--- config.mk ---
export PLATFORM = sky130hd
export DESIGN_NAME = dmem_access_unit
export DESIGN_NICKNAME = d
export VERILOG_FILES = /design/src/rtl/dmem_access_unit.sv
export SDC_FILE = /design/constraint.sdc
export NUM_CORES = 1
export LEC_CHECK = 0
export ABC_AREA = 0
export CORE_MARGIN = 8
export CORE_UTILIZATION = 35
export CTS_BUF_LIST = sky130_fd_sc_hd__clkbuf_8
export DETAILED_ROUTE_END_ITERATION = 8
export DONT_BUFFER_PORTS = 1
export GPL_ROUTABILITY_DRIVEN = 1
export GPL_TIMING_DRIVEN = 0
export SLEW_MARGIN = 20
export SYNTH_ARGS = -nofsm -noshare
export SYNTH_HDL_FRONTEND = slang
export SYNTH_SLANG_ARGS = --single-unit
--- constraint.sdc ---
create_clock -name clk -period 1.8 [get_ports clk]
set_clock_uncertainty 0.2 [all_clocks]
set_input_delay 0.18 -clock clk [delete_from_list [all_inputs] [get_ports clk]]
set_output_delay 0.18 -clock clk [all_outputs]
set_load 0.05 [all_outputs]
--- src/rtl/dmem_access_unit.sv ---
// Load/store front end for a 2-cycle registered-output word RAM: sub-word extract/extend and read-modify-write.
// Optional misalignment trap enabled by defining DMEM_ALIGN_CHECK_EN; otherwise addresses are aligned down.
module dmem_access_unit #(
  parameter int RAM_DEPTH = 16,
  parameter int RAM_AW    = 4
) (
  input  logic              clk,
  input  logic              reset,
  input  logic              req_valid,
  output logic              req_ready,
  input  logic              req_we,
  input  logic [1:0]        req_size,
  input  logic              req_signed,
  input  logic [31:0]       req_addr,
  input  logic [31:0]       req_wdata,
  output logic              rsp_valid,
  output logic [31:0]       rsp_rdata,
  output logic              rsp_err,
  output logic [RAM_AW-1:0] ram_addr,
  output logic [31:0]       ram_din,
  output logic              ram_we,
  output logic              ram_en,
  output logic              ram_re,
  output logic              ram_rst,
  input  logic [31:0]       ram_dout
);

  typedef enum logic [1:0] {S_IDLE, S_READ, S_WAIT, S_FINISH} state_t;

  localparam logic [31:0] ADDR_MASK = 32'(4 * RAM_DEPTH - 1);

  state_t              r_state;
  state_t              w_next;
  logic                r_we;
  logic [1:0]          r_size;
  logic                r_signed;
  logic [1:0]          r_off;
  logic [RAM_AW-1:0]   r_widx;
  logic [31:0]         r_wdata;
  logic                r_mis;

  logic                w_accept;
  logic                w_req_mis;
  logic [1:0]          w_off;
  logic [31:0]         w_addr_m;
  logic                w_unused;
  logic [7:0]          w_lane_b;
  logic [15:0]         w_lane_h;
  logic [31:0]         w_merge;
  logic [31:0]         w_load;

  assign w_addr_m  = req_addr & ADDR_MASK;
  assign w_unused  = ^w_addr_m[31:RAM_AW+2];
  assign req_ready = (r_state == S_IDLE) && !reset;
  assign w_accept  = req_valid && req_ready;
  assign ram_rst   = reset;
  assign ram_addr  = r_widx;

`ifdef DMEM_ALIGN_CHECK_EN
  assign w_req_mis = ((req_size == 2'd1) && req_addr[0]) ||
                     (req_size[1] && (req_addr[1:0] != 2'b00));
`else
  assign w_req_mis = 1'b0;
`endif

  // Lane offset is aligned down to the access size; only bytes keep both bits.
  always_comb begin
    w_off = 2'b00;
    if (req_size == 2'd0)      w_off = req_addr[1:0];
    else if (req_size == 2'd1) w_off = {req_addr[1], 1'b0};
  end

  always_ff @(posedge clk) begin
    if (reset) begin
      r_state  <= S_IDLE;
      r_we     <= 1'b0;
      r_size   <= 2'd0;
      r_signed <= 1'b0;
      r_off    <= 2'd0;
      r_widx   <= '0;
      r_wdata  <= 32'd0;
      r_mis    <= 1'b0;
    end else begin
      r_state <= w_next;
      if (w_accept) begin
        r_we     <= req_we;
        r_size   <= req_size;
        r_signed <= req_signed;
        r_off    <= w_off;
        r_widx   <= w_addr_m[RAM_AW+1:2];
        r_wdata  <= req_wdata;
        r_mis    <= w_req_mis;
      end
    end
  end

  always_comb begin
    w_next = r_state;
    case (r_state)
      S_IDLE: begin
        if (w_accept) begin
          if (w_req_mis || (req_we && req_size[1])) w_next = S_FINISH;
          else                                      w_next = S_READ;
        end
      end
      S_READ:   w_next = S_WAIT;
      S_WAIT:   w_next = S_FINISH;
      S_FINISH: w_next = S_IDLE;
      default:  w_next = S_IDLE;
    endcase
  end

  // Big-endian lanes: offset 0 is the most significant byte.
  always_comb begin
    w_lane_b = ram_dout[31:24];
    case (r_off)
      2'd1:    w_lane_b = ram_dout[23:16];
      2'd2:    w_lane_b = ram_dout[15:8];
      2'd3:    w_lane_b = ram_dout[7:0];
      default: w_lane_b = ram_dout[31:24];
    endcase
    w_lane_h = r_off[1] ? ram_dout[15:0] : ram_dout[31:16];
  end

  always_comb begin
    w_merge = ram_dout;
    if (r_size == 2'd0) begin
      case (r_off)
        2'd0:    w_merge[31:24] = r_wdata[7:0];
        2'd1:    w_merge[23:16] = r_wdata[7:0];
        2'd2:    w_merge[15:8]  = r_wdata[7:0];
        default: w_merge[7:0]   = r_wdata[7:0];
      endcase
    end else if (r_size == 2'd1) begin
      if (r_off[1]) w_merge[15:0]  = r_wdata[15:0];
      else          w_merge[31:16] = r_wdata[15:0];
    end else begin
      w_merge = r_wdata;
    end
  end

  always_comb begin
    w_load = ram_dout;
    if (r_size == 2'd0)
      w_load = r_signed ? {{24{w_lane_b[7]}}, w_lane_b} : {24'd0, w_lane_b};
    else if (r_size == 2'd1)
      w_load = r_signed ? {{16{w_lane_h[15]}}, w_lane_h} : {16'd0, w_lane_h};
  end

  always_comb begin
    ram_en    = 1'b0;
    ram_we    = 1'b0;
    ram_re    = 1'b0;
    ram_din   = 32'd0;
    rsp_valid = 1'b0;
    rsp_err   = 1'b0;
    rsp_rdata = 32'd0;
    case (r_state)
      S_READ: ram_en = 1'b1;
      S_WAIT: ram_re = 1'b1;
      S_FINISH: begin
        rsp_valid = 1'b1;
        if (r_mis) begin
          rsp_err = 1'b1;
        end else if (r_we) begin
          ram_en  = 1'b1;
          ram_we  = 1'b1;
          ram_din = w_merge;
        end else begin
          rsp_rdata = w_load;
        end
      end
      default: ;
    endcase
  end

endmodule
==> results.sh, run 1 <==
export IMPL_fp_row_count=37
export IMPL_report_final_slew_viol_count=0
export IMPL_grt_max_degree=15
export IMPL_max_stage_delay_ns=0.57
export IMPL_via_per_inst=6.037
export IMPL_area_growth_pct=88.71
export IMPL_dieArea_um2=14230
export IMPL_cts_tree="yes"
export IMPL_synth_async_sr_flop_share_pct=0
export IMPL_period_minus_slack_ns=2.479
export IMPL_vias=4437
export IMPL_setup_slack_ns=-0.6788
export IMPL_max_cap_violations=0
export IMPL_first_iter_violations=248
export IMPL_dieHeight_um=119.3
export IMPL_gp_congestion=0.9297
export IMPL_clock_sinks=44
export IMPL_die_w_um=119.3
export IMPL_route_met2_wl_mm=9.239
export IMPL_ys_seq_elements=44
export IMPL_drive_gt1_share_pct=54.59
export IMPL_rsz0062_at_grt="true"
export IMPL_cp_slowest_cell="a221oi_4"
export IMPL_yosys_area_top_type_share_pct=23.58
export IMPL_peakVddDrop_uv=436.2
export IMPL_ant_nets=0
export IMPL_post_route_util_pct=68.27
export IMPL_endpoint_kind="primary output"
export IMPL_critPathBufInv=2
export IMPL_port_buffers=0
export IMPL_slew_headroom_pct=42.50
export IMPL_core_area_um2=10320
export IMPL_nets=706
export IMPL_start_kind="register"
export IMPL_hpwlAfterDp_mm=12.77
export IMPL_synth_common_cells="nand2_1, nand2b_1, dfxtp_1"
export IMPL_ios=178
export IMPL_synth_top_area_cell="dfxtp_1"
export IMPL_numCtsBuffers=5
export IMPL_first_pass_iters=7
export IMPL_grt_pass1_wl_mm=28.38
export IMPL_min_path_type="in -> reg"
export IMPL_grt_ovfl_total=0
export IMPL_syn_nets=593
export IMPL_synthFlopType="dfxtp_1"
export IMPL_wl_met3_mm=1.752
export IMPL_path_cells="buf_6 > mux2i_2 > mux2i_4 > a41oi_4 > buf_12 > a221oi_4"
export IMPL_ys_seq_area_share_pct=23.58
export IMPL_wl_per_cell_um=25.88
export IMPL_path_clk_slew_ns=0.09
export IMPL_yosys_warnings=0
export IMPL_grt_pass1_vias=4660
export IMPL_violations="setup timing"
export IMPL_synth_cell_types=56
export IMPL_finalHoldViolCount=0
export IMPL_antennaDiodeCount=0
export IMPL_cp_max_fo=8
export IMPL_path_class="reg -> out"
export IMPL_crit_arrival_ns=2.10
export IMPL_antenna_found_initial=0
export IMPL_track_usage_pct=25.25
export IMPL_fin_tns_setup_ns=-40.80
export IMPL_status="complete, but fails checks"
export IMPL_p_leak_nw=2.420
export IMPL_wl_met1_mm=7.497
export IMPL_finalHoldWorstSlack_ns=0.09433
export IMPL_drc_errors=0
export IMPL_max_freq_mhz=403.4
export IMPL_top_layer_used="met4"
export IMPL_synthesis_area_um2=3735
export IMPL_fin_crit_sh_pct=137.7
export IMPL_root_buffer="clkbuf_8"
export IMPL_routed_wl_mm=19.02
export IMPL_synth_edf_count=0
export IMPL_power_per_cell_area_nw_per_um2=718.9
export IMPL_critPathTopFamily="compound AO/OA/AOI/OAI gates"
export IMPL_post_synth_cell_area_avg_um2=7.701
export IMPL_cts_buffer_depth=2
export IMPL_worst_pin_slew_ns=0.8625
export IMPL_h_tree_depth=2
export IMPL_setup_viol=108
export IMPL_synth_most_common_cell="nand2_1"
export IMPL_netlist_instances=485
export IMPL_clk_insertion_delay_late_ns=0.30
export IMPL_required_ns=1.42
export IMPL_start_util_pct=36.18
export IMPL_synth_area_leaders="dfxtp_1, nand2_1, nand2b_1"
[worst reg2reg max path, cell delays in order, from the launching register on]
cell,delay [ns]
dfxtp_4,0.36
buf_6,0.13
inv_6,0.06
ha_4,0.14
nor2b_4,0.35
and2_4,0.27
buf_12,0.15
buf_6,0.10
nand3b_1,0.08
a21oi_1,0.13
[cell families (layout without fill, tap and decap cells)]
group | Yosys count | in the layout | share of synthesized area (%)
buffers and inverters | 62 | 176 | 8.241
AOI/OAI and AO/OA | 156 | 156 | 31.09
adders and majority gates | 5 | 5 | 1.675
other | 1 | 1 | 0.1004
DFF | 44 | 44 | 23.58
muxes | 33 | 33 | 12.09
and+or+nand+nor | 184 | 184 | 23.22
[final cells by class]
cell class	count	area [um^2]
multi-input combinational	379	4035
fill	771	3276
timing repair buffer	109	1227
sequential	44	900.9
buffer	43	521.8
tap	136	170.2
inverter	16	81.33
clock buffer	5	68.82
clock inverter	3	42.54
[path summary, 6_finish.rpt]
path	slack (ns)	from	cells past startpoint	to
worst max-delay path	-0.68	r_off[1]	6	rsp_rdata[8]
worst min register to register	0.29	r_wdata[24]	2	r_wdata[24]
worst min-delay path	0.09	reset	3	r_wdata[1]
worst max register to register	-0.24	r_state[1]	9	r_off[1]
[timing repair]
action                     4_1_cts  5_1_grt
resized for setup              202      118
pin swaps                       63       76
hold buffers                    43        0
hold endpoints to repair        44        0
setup endpoints to repair      108      112
buffers inserted                49       13
cloned                          14        0
[flip-flops by register name (all words and copies together), names as in the netlist]
signal,count
r_wdata,32
ram_addr,4
r_off,2
r_size,2
r_state,2
r_signed,1
r_we,1
[report_power, final]
part / leakage [nW] / switching, mW / internal (mW) / total (mW)
clock network: 0.0541 / 0.369 / 0.411 / 0.780
logic: 2.00 / 1.62 / 1.25 / 2.87
registers: 0.365 / 0.283 / 1.13 / 1.42
total: 2.42 / 2.27 / 2.79 / 5.07
[placed cells by master, fill, tap and decap left out, types with 4 or more instances in the layout]
cell type,count
dlygate4sd3_1,43
nand2b_1,42
buf_4,38
dfxtp_1,38
nand2_1,34
a21oi_4,31
buf_6,26
o21ai_2,22
nand2_2,21
nand2_4,18
buf_12,15
o22ai_1,15
o21ai_1,15
nor2_1,13
mux2i_4,12
nor3_1,12
inv_1,11
nor2_4,11
buf_8,10
a2111oi_4,9
nand3_1,9
nor2_2,8
a221oi_4,8
o31a_1,8
clkbuf_8,7
o221ai_2,7
o21ai_4,7
mux2_2,7
a22oi_1,6
mux4_1,5
buf_16,5
dfxtp_4,5
nand2b_4,4
buf_2,4
o211a_4,4
clkbuf_1,4
[per-layer routing]
| layer | GRT usage (%) | vias up |
|---|---|---|
| met5 | 0 | - |
| met4 | 9.133 | 0 |
| met3 | 6.141 | 37 |
| met2 | 42.96 | 251 |
| met1 | 30.30 | 2161 |
| li1 | - | 1988 |
[per-stage QoR]
step	setup WS (ns)	cell area [um^2]	cells	total power [mW]
floorplan	-0.2999	4579	485	2.794
CTS	-0.6640	6731	733	4.871
global placement	-0.7010	4750	621	3.124
finish	-0.6788	7048	735	5.067
global route	-0.7352	7048	735	5.252
detailed placement	-0.7203	4750	621	3.157
Note: power is estimated with default switching activity, not from simulation.
==> inputs of run 2 (changes only) <==
CORE_UTILIZATION = 60   (was 35)
PLACE_DENSITY = 0.89   (was not set)
==> results.sh, run 2 <==
export IMPL_clock_sinks=44
export IMPL_hold_buffers=43
export IMPL_ys_seq_area_share_pct=23.58
export IMPL_ios=178
export IMPL_synthesis_area_um2=3735
export IMPL_cts_resized=169
export IMPL_netlist_instances=485
export IMPL_post_synth_cell_area_avg_um2=7.701
export IMPL_synth_most_common_cell="nand2_1"
export IMPL_yosys_warnings=0
export IMPL_root_buffer="clkbuf_8"
export IMPL_yosys_area_top_type_share_pct=23.58
export IMPL_numCtsBuffers=5
export IMPL_synth_area_leaders="dfxtp_1, nand2_1, nand2b_1"
export IMPL_synthFlopType="dfxtp_1"
export IMPL_start_util_pct=62.71
export IMPL_stop_stage="4_1_cts"
export IMPL_fp_row_count=28
export IMPL_status="did not finish"
export IMPL_syn_nets=593
export IMPL_hpwlAfterDp_mm=12.04
export IMPL_ys_seq_elements=44
export IMPL_post_cts_buffers=36
export IMPL_dieHeight_um=94.90
export IMPL_dpl_cell_count=560
export IMPL_gp_congestion=0.9889
export IMPL_synth_top_area_cell="dfxtp_1"
export IMPL_die_w_um=94.90
export IMPL_synth_async_sr_flop_share_pct=0
export IMPL_cts_buffer_depth=2
export IMPL_h_tree_depth=2
export IMPL_port_buffers=0
export IMPL_stop_error="[ERROR DPL-0038] Utilization greater than 100%, impossible to legalize"
export IMPL_synth_common_cells="nand2_1, nand2b_1, dfxtp_1"
export IMPL_synth_cell_types=56
export IMPL_synth_edf_count=0
## run 2: cell counts after synthesis
No cell type changed its count.
## run 2: stage by stage
stage / setup slack, ns / area (um^2)
floorplan: -0.2999 / 4579
global placement: -0.6594 / 4673
detailed placement: -0.6621 / 4673
## run 2: cells by family after synthesis
family	after synthesis	synth area share (%)
and+or+nand+nor	184	23.22
AOI/OAI and AO/OA	156	31.09
buffers and inverters	62	8.241
DFF	44	23.58
muxes	33	12.09
adders and majority gates	5	1.675
other	1	0.1004
==> inputs of run 3 (changes only) <==
CORE_UTILIZATION = 40   (was 60)
CTS_BUF_LIST = not set   (was sky130_fd_sc_hd__clkbuf_8)
PLACE_DENSITY = not set   (was 0.89)
PLACE_DENSITY_LB_ADDON = 0.15   (was not set)
clock period = 2.3 ns   (was 1.8 ns; I/O delays follow)
==> results.sh, run 3 (synthesized netlist as in run 1, its figures left out) <==
export IMPL_status="complete, but fails checks"
export IMPL_violations="setup timing"
export IMPL_start_util_pct=40.81
export IMPL_p_leak_nw=2.006
export IMPL_area_growth_pct=62.58
export IMPL_path_class="reg -> out"
export IMPL_regMostFlops="r_wdata"
export IMPL_start_kind="register"
export IMPL_use_met1_pct=29.80
export IMPL_fp_row_count=35
export IMPL_port_buffers=0
export IMPL_crit_top_cell="mux2i_4"
export IMPL_fin_cells=687
export IMPL_dpl_cell_count=596
export IMPL_report_final_slew_viol_count=0
export IMPL_cts_buffer_depth=2
export IMPL_routed_wl_mm=16.71
export IMPL_grt_max_degree=14
export IMPL_ant_nets=0
export IMPL_finalHoldViolCount=0
export IMPL_grt_use_met3_pct=6.763
export IMPL_gp_congestion=0.9150
export IMPL_cp_max_fo=8
export IMPL_grt_pass1_vias=4249
export IMPL_fill_cells=730
export IMPL_largest_register_ffs=32
export IMPL_slew_headroom_pct=42.61
export IMPL_regArea_um2=895.9
export IMPL_via_per_inst=6.175
export IMPL_worst_pin_slew_ns=0.8608
export IMPL_core_area_um2=9153
export IMPL_die_w_um=112.6
export IMPL_setup_slack_ns=-0.2127
export IMPL_first_pass_iters=6
export IMPL_nets=684
export IMPL_rsz0062_at_grt="true"
export IMPL_critPathBufInv=2
export IMPL_drc_errors=0
export IMPL_cp_slowest_cell="a221oi_4"
export IMPL_grt_ovfl_total=0
export IMPL_fin_tns_setup_ns=-4.098
export IMPL_fin_crit_sh_pct=109.2
export IMPL_max_cap_violations=0
export IMPL_antenna_found_initial=0
export IMPL_dieArea_um2=12690
export IMPL_critPathTopFamily="compound AO/OA/AOI/OAI gates"
export IMPL_path_cells="buf_6 > mux2i_4 > mux2i_4 > a41oi_4 > buf_12 > a221oi_4"
export IMPL_grt_pass1_wl_mm=24.86
export IMPL_power_per_cell_area_nw_per_um2=538.4
export IMPL_antennaDiodeCount=0
export IMPL_final_cell_mix="nand2_1, nand2b_1, dlygate4sd3_1"
export IMPL_max_stage_delay_ns=0.55
export IMPL_rrSetupSlack_ns=0.09
export IMPL_max_freq_mhz=398.0
export IMPL_use_met2_pct=41.78
export IMPL_period_minus_slack_ns=2.513
export IMPL_hpwlAfterDp_mm=12.19
export IMPL_required_ns=1.87
export IMPL_dieHeight_um=112.6
export IMPL_first_iter_violations=296
export IMPL_drive_gt1_share_pct=37.85
export IMPL_multi_input_area_um2=3536
export IMPL_final_common_cell="nand2_1"
export IMPL_crit_arrival_ns=2.08
export IMPL_path_clk_slew_ns=0.08
export IMPL_min_path_type="in -> reg"
export IMPL_clock_sinks=44
export IMPL_busiest_layer="met2"
export IMPL_clk_insertion_delay_late_ns=0.29
export IMPL_finalPower_mw=3.269
export IMPL_h_tree_depth=2
export IMPL_vias=4242
export IMPL_preCtsSetupSlack_ns=-0.4424
export IMPL_ios=178
export IMPL_numCtsBuffers=5
export IMPL_peakVddDrop_uv=487.8
export IMPL_cts_tree="yes"
export IMPL_root_buffer="clkbuf_8"
export IMPL_track_usage_pct=24.84
export IMPL_wl_per_cell_um=24.32
export IMPL_setup_viol=49
export IMPL_endpoint_kind="primary output"
[run 3: final cells by class]
cell class                 count  share of cell area, %
tap                          111                  2.287
clock inverter                 2                 0.2061
sequential                    44                  14.75
timing repair buffer          86                  15.33
inverter                      16                  1.092
clock buffer                   5                  1.133
buffer                        44                  6.965
multi-input combinational    379                  58.23
[run 3: metal layers]
layer  up-vias  part of all wire [%]
met1      2028                    39
met3        26                   9.8
met2       242                    50
met4         0                   2.1
met5         -                     0
li1       1946                     -
[run 3: path summary, 6_finish.rpt]
check                            startpoint           end  cells after the start
worst min-delay path              req_valid    r_state[0]                      2
worst min register to register  r_wdata[27]   r_wdata[27]                      2
worst max register to register   r_state[0]     r_size[1]                      8
worst max-delay path               r_off[1]  rsp_rdata[9]                      6
[run 3: worst reg2reg max path, delay by kind of cell (launching register included)]
family / cells / cell delay (ns)
adder cells (fa/ha/maj): 1 / 0.19
flip-flops: 1 / 0.36
buffers and inverters: 4 / 0.69
AND/OR/NAND/NOR: 2 / 0.54
AO/OA/AOI/OAI: 1 / 0.09
[run 3: repair_timing]
action / 4_1_cts / 5_1_grt
gates resized for setup: 126 / 76
gates cloned: 2 / 2
pin swaps: 23 / 30
hold buffers: 43 / 0
endpoints found under the hold margin: 43 / 0
buffers inserted: 23 / 16
endpoints found under the setup margin: 105 / 89
[run 3: where the power goes]
| part | leakage (nW) | switching [mW] | internal [mW] | total, mW |
|---|---|---|---|---|
| logic | 1.60 | 1.04 | 0.661 | 1.70 |
| clock network | 0.0400 | 0.261 | 0.206 | 0.467 |
| registers | 0.364 | 0.210 | 0.889 | 1.10 |
| total | 2.01 | 1.51 | 1.76 | 3.27 |
[run 3: through the flow]
stage                     hold slack [ns]  util (%)  area (um^2)
final                            0.008202     66.34         6072
after global routing              0.03197     66.34         6072
after CTS                        0.001669     61.60         5638
after detailed placement           0.1467     46.67         4272
after global placement             0.1416     45.99         4209
after floorplan                    0.1385         -         4070
==> inputs of run 4 (changes only) <==
DONT_BUFFER_PORTS = not set   (was 1)
==> results.sh, run 4 (synthesized netlist as in run 1, its figures left out) <==
export IMPL_hold_start="reset"
export IMPL_first_iter_violations=354
export IMPL_use_met1_pct=32.92
export IMPL_nets=769
export IMPL_whs_endpoint="r_wdata[2]"
export IMPL_cp_startpoint="r_off[1]"
export IMPL_required_ns=1.87
export IMPL_rrSetupSlack_ns=0.25
export IMPL_min_path_type="in -> reg"
export IMPL_grt_pass1_wl_mm=26.01
export IMPL_holdPathStages=3
export IMPL_ant_nets=0
export IMPL_slew_headroom_pct=64.19
export IMPL_busiest_layer="met2"
export IMPL_finalPower_mw=3.429
export IMPL_final_cell_mix="clkdlybuf4s50_1, nand2_1, buf_4"
export IMPL_start_kind="register"
export IMPL_setup_slack_ns=-0.08170
export IMPL_grt_pass1_vias=4568
export IMPL_die_w_um=112.6
export IMPL_h_tree_depth=2
export IMPL_clockPowerShare_pct=18.4
export IMPL_via_per_inst=5.838
export IMPL_finalHoldViolCount=0
export IMPL_endpoint_kind="primary output"
export IMPL_fin_cells=773
export IMPL_path_clk_slew_ns=0.10
export IMPL_dieHeight_um=112.6
export IMPL_period_minus_slack_ns=2.382
export IMPL_routed_wl_mm=16.91
export IMPL_root_buffer="clkbuf_8"
export IMPL_grt_max_degree=16
export IMPL_antennaDiodeCount=0
export IMPL_setup_viol=21
export IMPL_fin_tns_setup_ns=-0.6898
export IMPL_pwr_share_seq_pct=30.5
export IMPL_largest_register_ffs=32
export IMPL_gp_congestion=0.9168
export IMPL_power_per_cell_area_nw_per_um2=536.2
export IMPL_fp_row_count=35
export IMPL_regMostFlops="r_wdata"
export IMPL_fill_cells=752
export IMPL_hpwlAfterDp_mm=13.15
export IMPL_max_freq_mhz=419.9
export IMPL_p_switching_mw=1.511
export IMPL_fin_crit_sh_pct=103.6
export IMPL_violations="setup timing"
export IMPL_area_growth_pct=71.22
export IMPL_track_usage_pct=25.70
export IMPL_vias=4513
export IMPL_rsz0062_at_grt="true"
export IMPL_cp_max_fo=8
export IMPL_p_leak_nw=2.447
export IMPL_use_met2_pct=42.82
export IMPL_netSwitchingFraction_pct=44.06
export IMPL_clock_sinks=44
export IMPL_path_class="reg -> out"
export IMPL_final_common_cell="clkdlybuf4s50_1"
export IMPL_cts_buffer_depth=2
export IMPL_peakVddDrop_uv=318.9
export IMPL_antenna_found_initial=0
export IMPL_numCtsBuffers=5
export IMPL_finalHoldWorstSlack_ns=0.1341
export IMPL_r2r_start="r_state[0]"
export IMPL_report_final_slew_viol_count=0
export IMPL_cts_tree="yes"
export IMPL_p_int_mw=1.918
export IMPL_start_util_pct=40.81
export IMPL_hold_buffers=0
export IMPL_clk_insertion_delay_late_ns=0.31
export IMPL_drc_errors=0
export IMPL_pwr_share_comb_pct=51.1
export IMPL_dieArea_um2=12690
export IMPL_port_buffers=149
export IMPL_grt_use_met3_pct=5.260
export IMPL_max_cap_violations=0
export IMPL_crit_arrival_ns=1.95
export IMPL_core_area_um2=9153
export IMPL_wl_per_cell_um=21.87
export IMPL_grt_ovfl_total=0
export IMPL_status="complete, but fails checks"
export IMPL_r2r_end="r_wdata[10]"
export IMPL_ios=178
export IMPL_worst_pin_slew_ns=0.5371
export IMPL_drive_gt1_share_pct=37.01
export IMPL_ff2ff_path_depth=7
export IMPL_dpl_cell_count=745
export IMPL_first_pass_iters=6
export IMPL_preCtsSetupSlack_ns=-0.8282
-- run 4: power by group through the flow --
stage          Combinational, mW  Sequential (mW)  Clock (mW)
6_report                    1.75             1.05       0.630
5_1_grt                     1.86             1.06       0.665
4_1_cts                     1.65             1.03       0.635
3_5_place_dp                1.51             1.04           0
3_3_place_gp                1.48             1.03           0
2_1_floorplan              0.988             1.02           0
-- run 4: per-layer routing --
layer / vias to the layer above / share of wire [%]
met4: 0 / 1.5
met2: 210 / 48
met3: 26 / 6.9
met5: - / 0
met1: 2173 / 43
li1: 2104 / -
-- run 4: repair_timing --
item,4_1_cts,5_1_grt
cloned,0,2
resized for setup,486,48
buffers inserted,12,9
pin swaps,6,18
setup endpoints to repair,67,64
endpoints found under the hold margin,0,0
-- run 4: how the worst max path moves through the flow --
stage	to	depth (start not counted)	slack (ns)
after floorplan	rsp_rdata[2]	4	-0.13
after global placement	rsp_rdata[14]	6	-0.83
after detailed placement	rsp_rdata[14]	6	-0.83
after CTS	rsp_rdata[30]	9	-0.08
after global routing	rsp_rdata[14]	7	-0.12
final	rsp_rdata[14]	7	-0.08
-- run 4: area by class of cell --
| class | instances | area (um^2) | share of cell area (%) |
|---|---|---|---|
| Clock inverter | 3 | 46.29 | 0.7239 |
| Clock buffer | 5 | 68.82 | 1.076 |
| Inverter | 16 | 62.56 | 0.9783 |
| Timing Repair Buffer | 172 | 1670 | 26.12 |
| Multi-Input combinational cell | 379 | 3153 | 49.31 |
| Sequential cell | 44 | 898.4 | 14.05 |
| Buffer | 43 | 356.6 | 5.576 |
| Tap cell | 111 | 138.9 | 2.172 |
-- run 4: metrics by stage --
step / util (%) / area [um^2]
2_1_floorplan: - / 4070
3_3_place_gp: 62.28 / 5700
3_5_place_dp: 62.28 / 5700
4_1_cts: 67.34 / 6163
5_1_grt: 69.87 / 6395
6_report: 69.87 / 6395
-- run 4: critical path: stages, from the launching register on --
cell and delay, ns:
dfxtp_2 0.34, buf_8 0.13, mux2i_4 0.19, mux2i_4 0.19, a41oi_4 0.15, buf_12 0.19
a221oi_4 0.24, buf_6 0.21
==> patch: new RTL, flow settings as in run 1 <==
Set the parameter `RAM_AW` to 5 (it was 4).
--- a/src/rtl/dmem_access_unit.sv
+++ b/src/rtl/dmem_access_unit.sv
@@ -3,5 +3,5 @@
 module dmem_access_unit #(
   parameter int RAM_DEPTH = 16,
-  parameter int RAM_AW    = 4
+  parameter int RAM_AW    = 5
 ) (
   input  logic              clk,
Interface: changed (resized ram_addr); port bits go from 178 to 179. The function was not compared with the original's and may differ.
==> patch against run 1 <==
The flow still finishes with violations (setup timing); routed wire length up 4.3%; global-route usage up 2.3 points; sequential power down 3%; synthesized area down 3.9%; sequential share of layout area down 0.054 points; final area down 0.83%; power down 0.80%; die area down 3.4%; cell count down 0.14%; worst setup slack worse by 16 ps; sequential cell count unchanged; largest power group unchanged.
==> patch: results (changes against run 1) <==
Peak VDD IR -> 472.9 µV (was 436.2 µV)
DR WL/cell -> 27.04 µm (was 25.88 µm)
failing checks -> setup timing (unchanged)
routed wire length -> 19850 µm (was 19020 µm)
vias in the first global route -> 4588 (was 4660)
status -> finished, violations left (unchanged)
Sum Neg Setup Slack -> -51120 ps (was -40800 ps)
GRT Total Usage -> 27.58% (was 25.25%)
nets@finish -> 705 (was 706)
sw frac -> 45.60% (was 44.90%)
FF-to-FF path depth -> 11 (was 9)
pin count of the biggest net entering global routing -> 13 (was 15)
met3 WL -> 1958 µm (was 1752 µm)
dominant cells by area after synthesis -> dfxtp_1 25%, nand2b_1 7.0%, o21ai_0 6.7%, mux2_2 6.6%, nand2_1 6.2% (was dfxtp_1 24%, nand2_1 7.5%, nand2b_1 7.5%, o21ai_0 5.0%, mux2i_1 4.3%)
routability cong. -> 0.9602 (was 0.9297)
first-pass detailed-route iteration total -> 5 (was 7)
post-synth cell types -> 40 (was 56)
1st-iter DRT viols -> 388 (was 248)
routing usage on met3 -> 8.209% (was 6.141%)
setup ws final -> -695.3 ps (was -678.8 ps)
wire length on met2 -> 9609 µm (was 9239 µm)
pre-CTS WS -> -535.5 ps (was -720.3 ps)
syn avg cell area -> 7.476 µm² (was 7.701 µm²)
final setup vio count -> 109 (was 108)
Inst Count DP -> 617 (was 621)
Lkg Pwr -> 2.544 nW (was 2.420 nW)
crit path DAT -> 2120 ps (was 2100 ps)
overall power -> 5.026 mW (was 5.067 mW)
HPWL Detailed -> 12560 µm (was 12770 µm)
Logic pwr share -> 59.6% (was 56.6%)
share of cells above drive strength 1 -> 53.18% (was 54.59%)
patch: cell count changes after synthesis, sizes merged, moves of 5 or more:
cell     before  now
clkbuf       15   22
nor2         32   26
buf          31   25
inv          16   32
a2111oi       9    3
a211oi        1    8
mux2          9   22
nand2b       46   40
a222oi        0    5
o21ai        44   51
o221ai        7    0
nand2        75   60
patch: area by class of cell:
cell class | instances | share of cell area (%)
multi-input combinational | 358 | 52.67
timing repair buffer | 113 | 20.03
clock buffer | 6 | 1.182
buffer | 43 | 8.826
sequential | 44 | 12.73
tap | 136 | 2.435
clock inverter | 2 | 0.1074
inverter | 32 | 2.023
patch: path summary, 6_finish.rpt:
check,slack [ps],start,endpoint
worst min register to register,270,r_wdata[30],r_wdata[30]
worst min-delay path,120,reset,ram_addr[1]
worst max register to register,-430,r_state[1],r_wdata[18]
worst max-delay path,-700,r_state[0],rsp_rdata[8]
patch: timing repair:
| action | in CTS | in global routing |
|---|---|---|
| buffers inserted | 38 | 22 |
| endpoints found under the setup margin | 108 | 108 |
| hold buffers | 43 | 0 |
| pin swaps | 45 | 36 |
| endpoints found under the hold margin | 44 | 0 |
| gates resized for setup | 162 | 131 |
| gates cloned | 14 | 1 |
patch: cells by family (layout without fill, tap and decap cells):
logic type,after synthesis,count (layout),share of synthesized area (%)
other,1,2,0.1045
muxes,42,42,14.92
and+or+nand+nor,157,157,20.82
adders and majority gates,5,5,1.743
DFF,44,44,24.55
AOI/OAI and AO/OA,152,152,28.00
buffers and inverters,79,196,9.868
patch: worst max-delay path: cells and delay by family, from the launching register on:
family / cells / cell delay [ps]
AO/OA/AOI/OAI: 2 / 620
flip-flops: 1 / 370
buffers and inverters: 2 / 300
adder cells (fa/ha/maj): 1 / 270
AND/OR/NAND/NOR: 1 / 220
